==> config.mk <==
export PLATFORM = sky130hd
export DESIGN_NAME = fifo_serial_tx
export DESIGN_NICKNAME = d
export VERILOG_FILES = /design/src/rtl/fifo_serial_tx_pkg.sv /design/src/rtl/fifo_serial_tx_piso_shifter.sv /design/src/rtl/fifo_serial_tx.sv
export SDC_FILE = /design/constraint.sdc
export NUM_CORES = 1
export LEC_CHECK = 0
export CAP_MARGIN = 20
export CORE_MARGIN = 2
export CORE_UTILIZATION = 48
export CTS_BUF_LIST = sky130_fd_sc_hd__clkbuf_4
export DETAILED_ROUTE_END_ITERATION = 16
export MAX_ROUTING_LAYER = met4
export PLACE_DENSITY = 0.83
export SLEW_MARGIN = 20
export SYNTH_ARGS = -nofsm -noshare
export SYNTH_HDL_FRONTEND = slang
export SYNTH_HIERARCHICAL = 1
export SYNTH_SLANG_ARGS = --single-unit
==> constraint.sdc <==
create_clock -name clk -period 1.8 [get_ports clk]
set_input_delay 0.18 -clock clk [delete_from_list [all_inputs] [get_ports clk]]
set_output_delay 0.18 -clock clk [all_outputs]
set_load 0.03 [all_outputs]
==> src/rtl/fifo_serial_tx_pkg.sv <==
// ============================================================================
// Module      : fifo_serial_tx_pkg
// Description : Shared definitions for the FIFO serial transmitter: FSM state
//               encoding and the default word width that must match the bus
//               FIFO feeding the transmitter.
// Optional    : FIFO_SERIAL_TX_PARITY_EN adds the PARITY state.
// Revision    : 1.0 - initial release
// ============================================================================
`default_nettype none

package fifo_serial_tx_pkg;

  // Default word width, shared with the bus FIFO instance.
  localparam int unsigned DEFAULT_WIDTH = 32;

  typedef enum logic [2:0] {
    ST_IDLE   = 3'd0,
    ST_REQ    = 3'd1,
    ST_WAIT   = 3'd2,
    ST_SHIFT  = 3'd3
`ifdef FIFO_SERIAL_TX_PARITY_EN
    ,
    ST_PARITY = 3'd4
`endif
  } tx_state_t;

endpackage

`default_nettype wire

==> src/rtl/fifo_serial_tx_piso_shifter.sv <==
// ============================================================================
// Module      : fifo_serial_tx_piso_shifter
// Description : Parallel-in / serial-out shifter, LSB first. Loads a word,
//               shifts right by one on each enabled cycle and tracks the
//               index of the bit currently presented on bit_o.
// Ports       : clk, rst      - clock, async active-high reset
//               load_i        - capture data_i, index back to 0
//               data_i        - word to serialise
//               shift_i       - advance to the next bit
//               bit_o         - current serial bit (register bit 0)
//               idx_o         - index of the bit on bit_o
//               last_o        - bit_o is the final data bit of the word
// Revision    : 1.0 - initial release
// ============================================================================
`default_nettype none

module fifo_serial_tx_piso_shifter #(
  parameter int WIDTH = 32,
  parameter int IDX_W = $clog2(WIDTH)
) (
  input  logic             clk,
  input  logic             rst,
  input  logic             load_i,
  input  logic [WIDTH-1:0] data_i,
  input  logic             shift_i,
  output logic             bit_o,
  output logic [IDX_W-1:0] idx_o,
  output logic             last_o
);

  localparam logic [IDX_W-1:0] LAST_IDX = IDX_W'(WIDTH - 1);

  logic [WIDTH-1:0] shreg_q, shreg_d;
  logic [IDX_W-1:0] idx_q, idx_d;

  always_comb begin
    shreg_d = shreg_q;
    idx_d   = idx_q;
    if (load_i) begin
      shreg_d = data_i;
      idx_d   = '0;
    end else if (shift_i) begin
      // Zero fill keeps bit_o low once the whole word has gone out.
      shreg_d = {1'b0, shreg_q[WIDTH-1:1]};
      idx_d   = idx_q + IDX_W'(1);
    end
  end

  always_ff @(posedge clk or posedge rst) begin
    if (rst) begin
      shreg_q <= '0;
      idx_q   <= '0;
    end else begin
      shreg_q <= shreg_d;
      idx_q   <= idx_d;
    end
  end

  assign bit_o  = shreg_q[0];
  assign idx_o  = idx_q;
  assign last_o = (idx_q == LAST_IDX);

endmodule

`default_nettype wire

==> src/rtl/fifo_serial_tx.sv <==
// ============================================================================
// Module      : fifo_serial_tx
// Description : Drains words from the bus FIFO read port and transmits each
//               one LSB first as a framed serial stream with a per-bit
//               ready handshake. One dequeue is outstanding at a time.
// Optional    : define FIFO_SERIAL_TX_PARITY_EN to append an even-parity bit
//               (frame length WIDTH+1, tx_last moves to the parity bit).
// Ports       : clk, rst      - clock, async active-high reset
//               fifo_empty    - FIFO empty flag
//               fifo_data     - FIFO data_out
//               fifo_valid    - FIFO data valid, cycle after an accepted deq
//               fifo_deq      - one-cycle dequeue request
//               tx_bit        - serial data bit
//               tx_valid      - tx_bit is valid
//               tx_last       - final bit of the frame
//               tx_ready      - receiver accepts the current bit
//               busy          - transmitter not idle
//               words_sent    - completed frame count (wraps)
// Revision    : 1.0 - initial release
// ============================================================================
`default_nettype none

module fifo_serial_tx
  import fifo_serial_tx_pkg::*;
#(
  parameter int WIDTH     = DEFAULT_WIDTH,
  parameter int CNT_WIDTH = 16
) (
  input  logic                 clk,
  input  logic                 rst,
  input  logic                 fifo_empty,
  input  logic [WIDTH-1:0]     fifo_data,
  input  logic                 fifo_valid,
  output logic                 fifo_deq,
  output logic                 tx_bit,
  output logic                 tx_valid,
  output logic                 tx_last,
  input  logic                 tx_ready,
  output logic                 busy,
  output logic [CNT_WIDTH-1:0] words_sent
);

  localparam int IDX_W = $clog2(WIDTH);

  tx_state_t            state_q;
  logic                 fifo_deq_q;
  logic                 tx_valid_q;
  logic                 tx_last_q;
  logic                 busy_q;
  logic [CNT_WIDTH-1:0] words_sent_q;

  logic                 sh_load;
  logic                 sh_shift;
  logic                 sh_bit;
  logic [IDX_W-1:0]     sh_idx;
  logic                 sh_last;

  // fifo_valid outside WAIT is ignored: only WAIT can load the shifter.
  assign sh_load  = (state_q == ST_WAIT) && fifo_valid;
  assign sh_shift = (state_q == ST_SHIFT) && tx_ready;

  fifo_serial_tx_piso_shifter #(
    .WIDTH (WIDTH),
    .IDX_W (IDX_W)
  ) u_piso (
    .clk     (clk),
    .rst     (rst),
    .load_i  (sh_load),
    .data_i  (fifo_data),
    .shift_i (sh_shift),
    .bit_o   (sh_bit),
    .idx_o   (sh_idx),
    .last_o  (sh_last)
  );

`ifdef FIFO_SERIAL_TX_PARITY_EN
  logic par_q;
`endif

  always_ff @(posedge clk or posedge rst) begin
    if (rst) begin
      state_q      <= ST_IDLE;
      fifo_deq_q   <= 1'b0;
      tx_valid_q   <= 1'b0;
      tx_last_q    <= 1'b0;
      busy_q       <= 1'b0;
      words_sent_q <= '0;
`ifdef FIFO_SERIAL_TX_PARITY_EN
      par_q        <= 1'b0;
`endif
    end else begin
      case (state_q)
        ST_IDLE: begin
          if (!fifo_empty) begin
            state_q    <= ST_REQ;
            fifo_deq_q <= 1'b1;
            busy_q     <= 1'b1;
          end
        end

        ST_REQ: begin
          state_q    <= ST_WAIT;
          fifo_deq_q <= 1'b0;
        end

        ST_WAIT: begin
          if (fifo_valid) begin
            state_q    <= ST_SHIFT;
            tx_valid_q <= 1'b1;
            tx_last_q  <= 1'b0;
`ifdef FIFO_SERIAL_TX_PARITY_EN
            par_q      <= ^fifo_data;
`endif
          end
        end

        ST_SHIFT: begin
          if (tx_ready) begin
            if (sh_last) begin
`ifdef FIFO_SERIAL_TX_PARITY_EN
              state_q      <= ST_PARITY;
              tx_last_q    <= 1'b1;
`else
              state_q      <= ST_IDLE;
              tx_valid_q   <= 1'b0;
              tx_last_q    <= 1'b0;
              busy_q       <= 1'b0;
              words_sent_q <= words_sent_q + CNT_WIDTH'(1);
`endif
            end else begin
`ifdef FIFO_SERIAL_TX_PARITY_EN
              tx_last_q <= 1'b0;
`else
              // Raise tx_last together with the final data bit.
              tx_last_q <= (sh_idx == IDX_W'(WIDTH - 2));
`endif
            end
          end
        end

`ifdef FIFO_SERIAL_TX_PARITY_EN
        ST_PARITY: begin
          if (tx_ready) begin
            state_q      <= ST_IDLE;
            tx_valid_q   <= 1'b0;
            tx_last_q    <= 1'b0;
            busy_q       <= 1'b0;
            words_sent_q <= words_sent_q + CNT_WIDTH'(1);
          end
        end
`endif

        default: begin
          state_q    <= ST_IDLE;
          fifo_deq_q <= 1'b0;
          tx_valid_q <= 1'b0;
          tx_last_q  <= 1'b0;
          busy_q     <= 1'b0;
        end
      endcase
    end
  end

`ifdef FIFO_SERIAL_TX_PARITY_EN
  // The shifter is all zeros during PARITY, so the parity bit is muxed in.
  assign tx_bit = (state_q == ST_PARITY) ? par_q : sh_bit;
`else
  assign tx_bit = sh_bit;
`endif

  assign fifo_deq   = fifo_deq_q;
  assign tx_valid   = tx_valid_q;
  assign tx_last    = tx_last_q;
  assign busy       = busy_q;
  assign words_sent = words_sent_q;

endmodule

`default_nettype wire
Word level (Yosys, flattened, before mapping). Cells that the tools add are included.

Flip-flop bits (word level): 60. RAM bits: 0. Memories: 0. Latch bits: 0. Output and inout port bits: 21. Bits in read-only memories: 0.

Order comparisons: 0. Reduce and logical (&&, ||, !) cells: 13. $mul: 0. $add $sub $neg: 2. Equal/unequal tests: 9. Bitwise logic cells: 3. Multiplexer cells: 20. Shifts and indexed selects: 0. Divide/modulo/power cells: 0.

Operators by type and width (number): $mux W32 (2); $add A16 B1 Y16 const B (1); $mux W3 (4); $pmux W3 S4 (1); $reduce_and A4 Y1 (3); $eq A5 B5 Y1 const B (2); $mux W5 (2); $pmux W1 S3 (3); $ne A2 B2 Y1 const B (4); $mux W1 (7); $eq A3 B2 Y1 const B (2); $reduce_and A3 Y1 (2); $reduce_or A2 Y1 (3); $add A5 B1 Y5 const B (1); $eq A3 B1 Y1 const B (1); $logic_not A3 Y1 (1); $not A1 Y1 (3); $logic_and A1 B1 Y1 (2); $pmux W1 S2 (1); $reduce_and A2 Y1 (1); $reduce_bool A2 Y1 (1).

Depth between registers and ports, before layout.
Depth after elaboration: 4. Gate-level depth with buffers: 8. Depth with buffers taken out: 7.

By module. The synthesis kept the hierarchy.

By module, submodules not included: fifo_serial_tx_piso_shifter (seq. area each 925.9 um2, instances 1, area each 1729.2 um2, cells an instance 162); fifo_serial_tx (seq. area each 550.5 um2, instances 1, area each 1143.6 um2, cells an instance 100).

Worst setup path before layout. OpenSTA, ideal clock, no wires.

Path kind: register -> register. From: reg u_piso.idx_q[0] (netlist: u_piso/idx_o[0]). To: reg busy_q (netlist: busy). Path buffers: 0. Arrival: 1619 ps. Cell stages (with the launch flop): 8. Required time: 1672 ps. Slack: 53 ps. Clock period less this slack: 1747 ps. Cell sequence: dfrtp_1 ha_1 and3_1 ha_1 nand2b_1 nand3b_1 nor2_1 mux2_1.

Cells in the longest elaborated chain, start to end: 3.

Ends and longest elaborated chain: start, declared (line fifo_serial_tx_piso_shifter.sv:34) `logic [IDX_W-1:0] idx_q, idx_d;`; start signal, assigned (line fifo_serial_tx_piso_shifter.sv:55) `idx_q <= idx_d;`; $eq A5 B5 Y1 (line fifo_serial_tx_piso_shifter.sv:61) `assign last_o = (idx_q == LAST_IDX);`; net sh_last (line fifo_serial_tx.sv:56) `logic sh_last;`; $ne A2 B2 Y1 (no source line); $reduce_and A4 Y1 (no source line); end signal, assigned (line fifo_serial_tx.sv:86) `busy_q <= 1'b0;`; end signal, assigned (line fifo_serial_tx.sv:97) `busy_q <= 1'b1;`; end signal, assigned (line fifo_serial_tx.sv:127) `busy_q <= 1'b0;`; end, declared (line fifo_serial_tx.sv:49) `logic busy_q;`.

The timed path passes the listed nets, and every way through them passes these cells. A chain may end at the register's enable or synchronous reset.

Worst setup path in the final report.
From: reg u_piso.idx_q[1] (netlist: u_piso/idx_o[1]). To: reg busy_q (netlist: busy).

Same word-level chain as after synthesis.

==> results.json <==
{
  "io_buffer_count": 57,
  "synth_top_family_by_area": "simple AND/OR/NAND/NOR gates",
  "n_antenna_cell": 0,
  "synthSimpleGateAreaFrac": 0.164,
  "use_met2": 0.297,
  "cpMaxStageDelayCell": "dfrtp_1",
  "cp_slowest_stage_delay_ns": 0.38,
  "critPathLaunchType": "register",
  "synth_cell_types": 37,
  "hp-class": "primary input to async pin",
  "die_y_um": 81.4,
  "synth_nets": 307,
  "synth_mux_area_frac": 0.135,
  "synth_area_mm2": 0.00287,
  "grt_pass1_wl_um": 8740,
  "grt_overflow": 0,
  "ctsHoldBuffers": 0,
  "setup_viol": 0,
  "status": "completed",
  "synth_compound_area_frac": 0.0693,
  "final_nets": 380,
  "ant_nets": 0,
  "cts_root_buf": "clkbuf_4",
  "post-place-ws_ns": -0.0209,
  "ios": 58,
  "place.gp.congestion": 0.811,
  "path_buf_inv": 0,
  "rsz0062_at_grt": "true",
  "synth_seq_area_share": 0.514,
  "busiest_layer": "met2",
  "grt_max_degree": 40,
  "path_delay_family": "simple AND/OR/NAND/NOR gates",
  "grt_pass1_vias": 2063,
  "setup_slack_ns": 0.0294,
  "drt_wl_total_um": 5200,
  "synth_cells": 262,
  "finalSetupTns_ns": 0,
  "required_ns": 2.08,
  "finalMaxSlewViolations": 0,
  "vias": 2097,
  "p_leak_nw": 1.71,
  "antenna_found_initial": 0,
  "cap_violations": 0,
  "core_area_mm2": 0.00585,
  "yosys.area_share.adder": 0.0348,
  "worst_pin_slew_ns": 0.456,
  "cts_buffer_depth": 2,
  "yosys_warnings": 6,
  "gr-usage-met1": 0.196,
  "final_layout_size_suffix_gt1_frac": 0.150,
  "htreeDepth": 3,
  "clock-sinks": 59,
  "endpoint_kind": "register",
  "crit_arrival_ns": 2.05,
  "drt-vias-per-instance": 5.05,
  "cts_buffers": 9,
  "post-dp-hpwl_um": 3770,
  "crit_chain": "ha_2 -> and3_4 -> ha_4 -> nand2b_4 -> nand3b_1 -> nor2_1 -> mux2_1",
  "fin_skew_ns": 0.0122,
  "wire_per_inst_um": 12.5,
  "hold_ws_ns": 0.126,
  "drc": 0,
  "fp.dieArea_mm2": 0.00662,
  "std_cell_rows": 28,
  "avgSynthCellArea_um2": 11.0,
  "clk_latency_ns": 0.40,
  "crit_type": "register to register",
  "finalCritPeriodShare": 0.984,
  "drt_iter0_drc": 42,
  "syn_to_final_growth_pct": 33.1,
  "fillerInstances": 457,
  "ys_ff_latch": 59,
  "max_freq_ghz": 0.565,
  "path_max_fanout": 5,
  "dr.pass1.iters": 4,
  "grt.total_usage": 0.179,
  "ir_worst_vdd_mv": 0.706,
  "chipWidth_um": 81.4,
  "cts_tree": "yes",
  "relSlewSlack": 0.696,
  "cts.clk_slew.worst_paths_ns": 0.10,
  "p_per_area_mw_per_mm2": 1220,
  "grt_util_met3": 0.0478,
  "synth_xor_area_frac": 0.0488,
  "final_hold_viol_count": 0,
  "period_minus_slack_ns": 1.77,
  "initial_core_util": 0.491
}
## worst paths after layout
check	startpoint	end	slack (ns)	depth (start not counted)
worst max-delay path	u_piso/idx_o[1]	busy	0.03	7
worst min-delay path	rst	words_sent[4]	0.13	3
worst max register to register	u_piso/idx_o[1]	busy	0.03	7
worst min register to register	words_sent[15]	words_sent[15]	0.48	1
max in group asynchronous	rst	u_piso/shreg_q[25]	1.26	3
min in group clk	fifo_data[7]	u_piso/shreg_q[7]	0.31	3
## logic make-up after synthesis
| family | after synthesis |
|---|---|
| fa+ha+maj | 8 |
| flops | 59 |
| simple gates | 87 |
| compound gates | 37 |
| mux | 38 |
| xor+xnor | 16 |
| buf+inv | 17 |
## cells in the final DEF, fill, tap and decap left out, drive strengths merged
cell type	Yosys	final
dfrtp	59	59
clkdlybuf4s50	0	52
nand2	43	43
mux2i	33	33
o21ai	33	33
buf	9	17
xnor2	13	13
clkbuf	3	10
nor2	9	9
nand4	8	8
ha	8	8
inv	5	5
mux2	5	5
nand3	5	5
nand3b	4	4
clkinv	0	4
dlymetal6s2s	0	4
nor3	4	4
xor2	3	3
nor2b	3	3
nand2b	3	3
and2	3	3
nor4b	2	2
bufinv	0	2
and3	2	2
nor4	1	1
o32a	1	1
a211o	1	1
dlygate4sd2	0	1
a21bo	1	1
a21oi	1	1
## registers in the layout, summed over array words and instances (netlist names)
name / cells
busy: 1
fifo_deq: 1
state_q: 2
tx_last: 1
tx_valid: 1
u_piso/idx_o: 5
u_piso/shreg_q: 32
words_sent: 16
## power by group
part | switching [mW] | internal (mW)
combinational | 0.813 | 0.835
sequential | 0.227 | 1.73
clock | 0.476 | 0.570
total | 1.52 | 3.14
## routing by layer
metal | vias up | part of all wire
met4 | 0 | 0.022
met5 | - | 0
li1 | 1051 | -
met1 | 977 | 0.43
met2 | 56 | 0.49
met3 | 13 | 0.051
## layout make-up
type | instances | area, µm² | area share
flip-flops and latches | 59 | 1480 | 0.386
multi-input cells | 186 | 1330 | 0.349
repair buffers | 74 | 744 | 0.195
well taps | 75 | 93.8 | 0.0245
clock inverters | 6 | 80.1 | 0.0209
clock buffers | 10 | 75.1 | 0.0196
inverters | 5 | 18.8 | 0.00491
## timing repair
action / in CTS / in global routing
setup buffers: 1 / 3
pin swaps: 2 / 6
endpoints found under the setup margin: 4 / 34
gates resized for setup: 2 / 11
## metrics by stage
| step | util | total power, mW | instances | area [µm²] |
|---|---|---|---|---|
| 2_1_floorplan | - | 3.12 | 262 | 2870 |
| 3_3_place_gp | 0.614 | 3.53 | 395 | 3590 |
| 3_5_place_dp | 0.614 | 3.61 | 395 | 3590 |
| 4_1_cts | 0.642 | 4.68 | 412 | 3760 |
| 5_1_grt | 0.654 | 4.99 | 415 | 3820 |
| 6_report | 0.654 | 4.65 | 415 | 3820 |
## Yosys cell counts
cell type / number / area [µm²]
mux2_2: 1 / 11.3
and2_1: 3 / 18.8
clkbuf_1: 3 / 11.3
nor4_2: 1 / 12.5
nand4_4: 1 / 21.3
nand3b_1: 4 / 30.0
mux2_1: 4 / 45.0
nor2b_1: 2 / 12.5
nor2_1: 8 / 30.0
nand2_1: 43 / 161
nor2b_4: 1 / 13.8
a211o_1: 1 / 8.76
xnor2_1: 13 / 114
and3_2: 1 / 7.51
nor3_2: 3 / 30.0
nor4b_1: 2 / 17.5
nor2_2: 1 / 6.26
buf_8: 1 / 15.0
nor3_1: 1 / 5.00
nand3_2: 2 / 20.0
o32a_1: 1 / 10.0
xor2_1: 3 / 26.3
dfrtp_1: 59 / 1480
buf_4: 1 / 7.51
nand3_1: 3 / 15.0
a21bo_1: 1 / 10.0
o21ai_0: 1 / 5.00
mux2i_1: 33 / 330
nand4_1: 7 / 43.8
and3_1: 1 / 6.26
nand2b_1: 3 / 18.8
ha_1: 8 / 100
o21ai_1: 32 / 160
a21oi_1: 1 / 5.00
buf_2: 5 / 25.0
inv_1: 5 / 18.8
buf_6: 2 / 22.5
## worst min-delay path, stage by stage
cell and delay, ns:
clkdlybuf4s50_1 0.41, inv_1 0.06, buf_4 0.27
(Power assumes the default switching activity.)
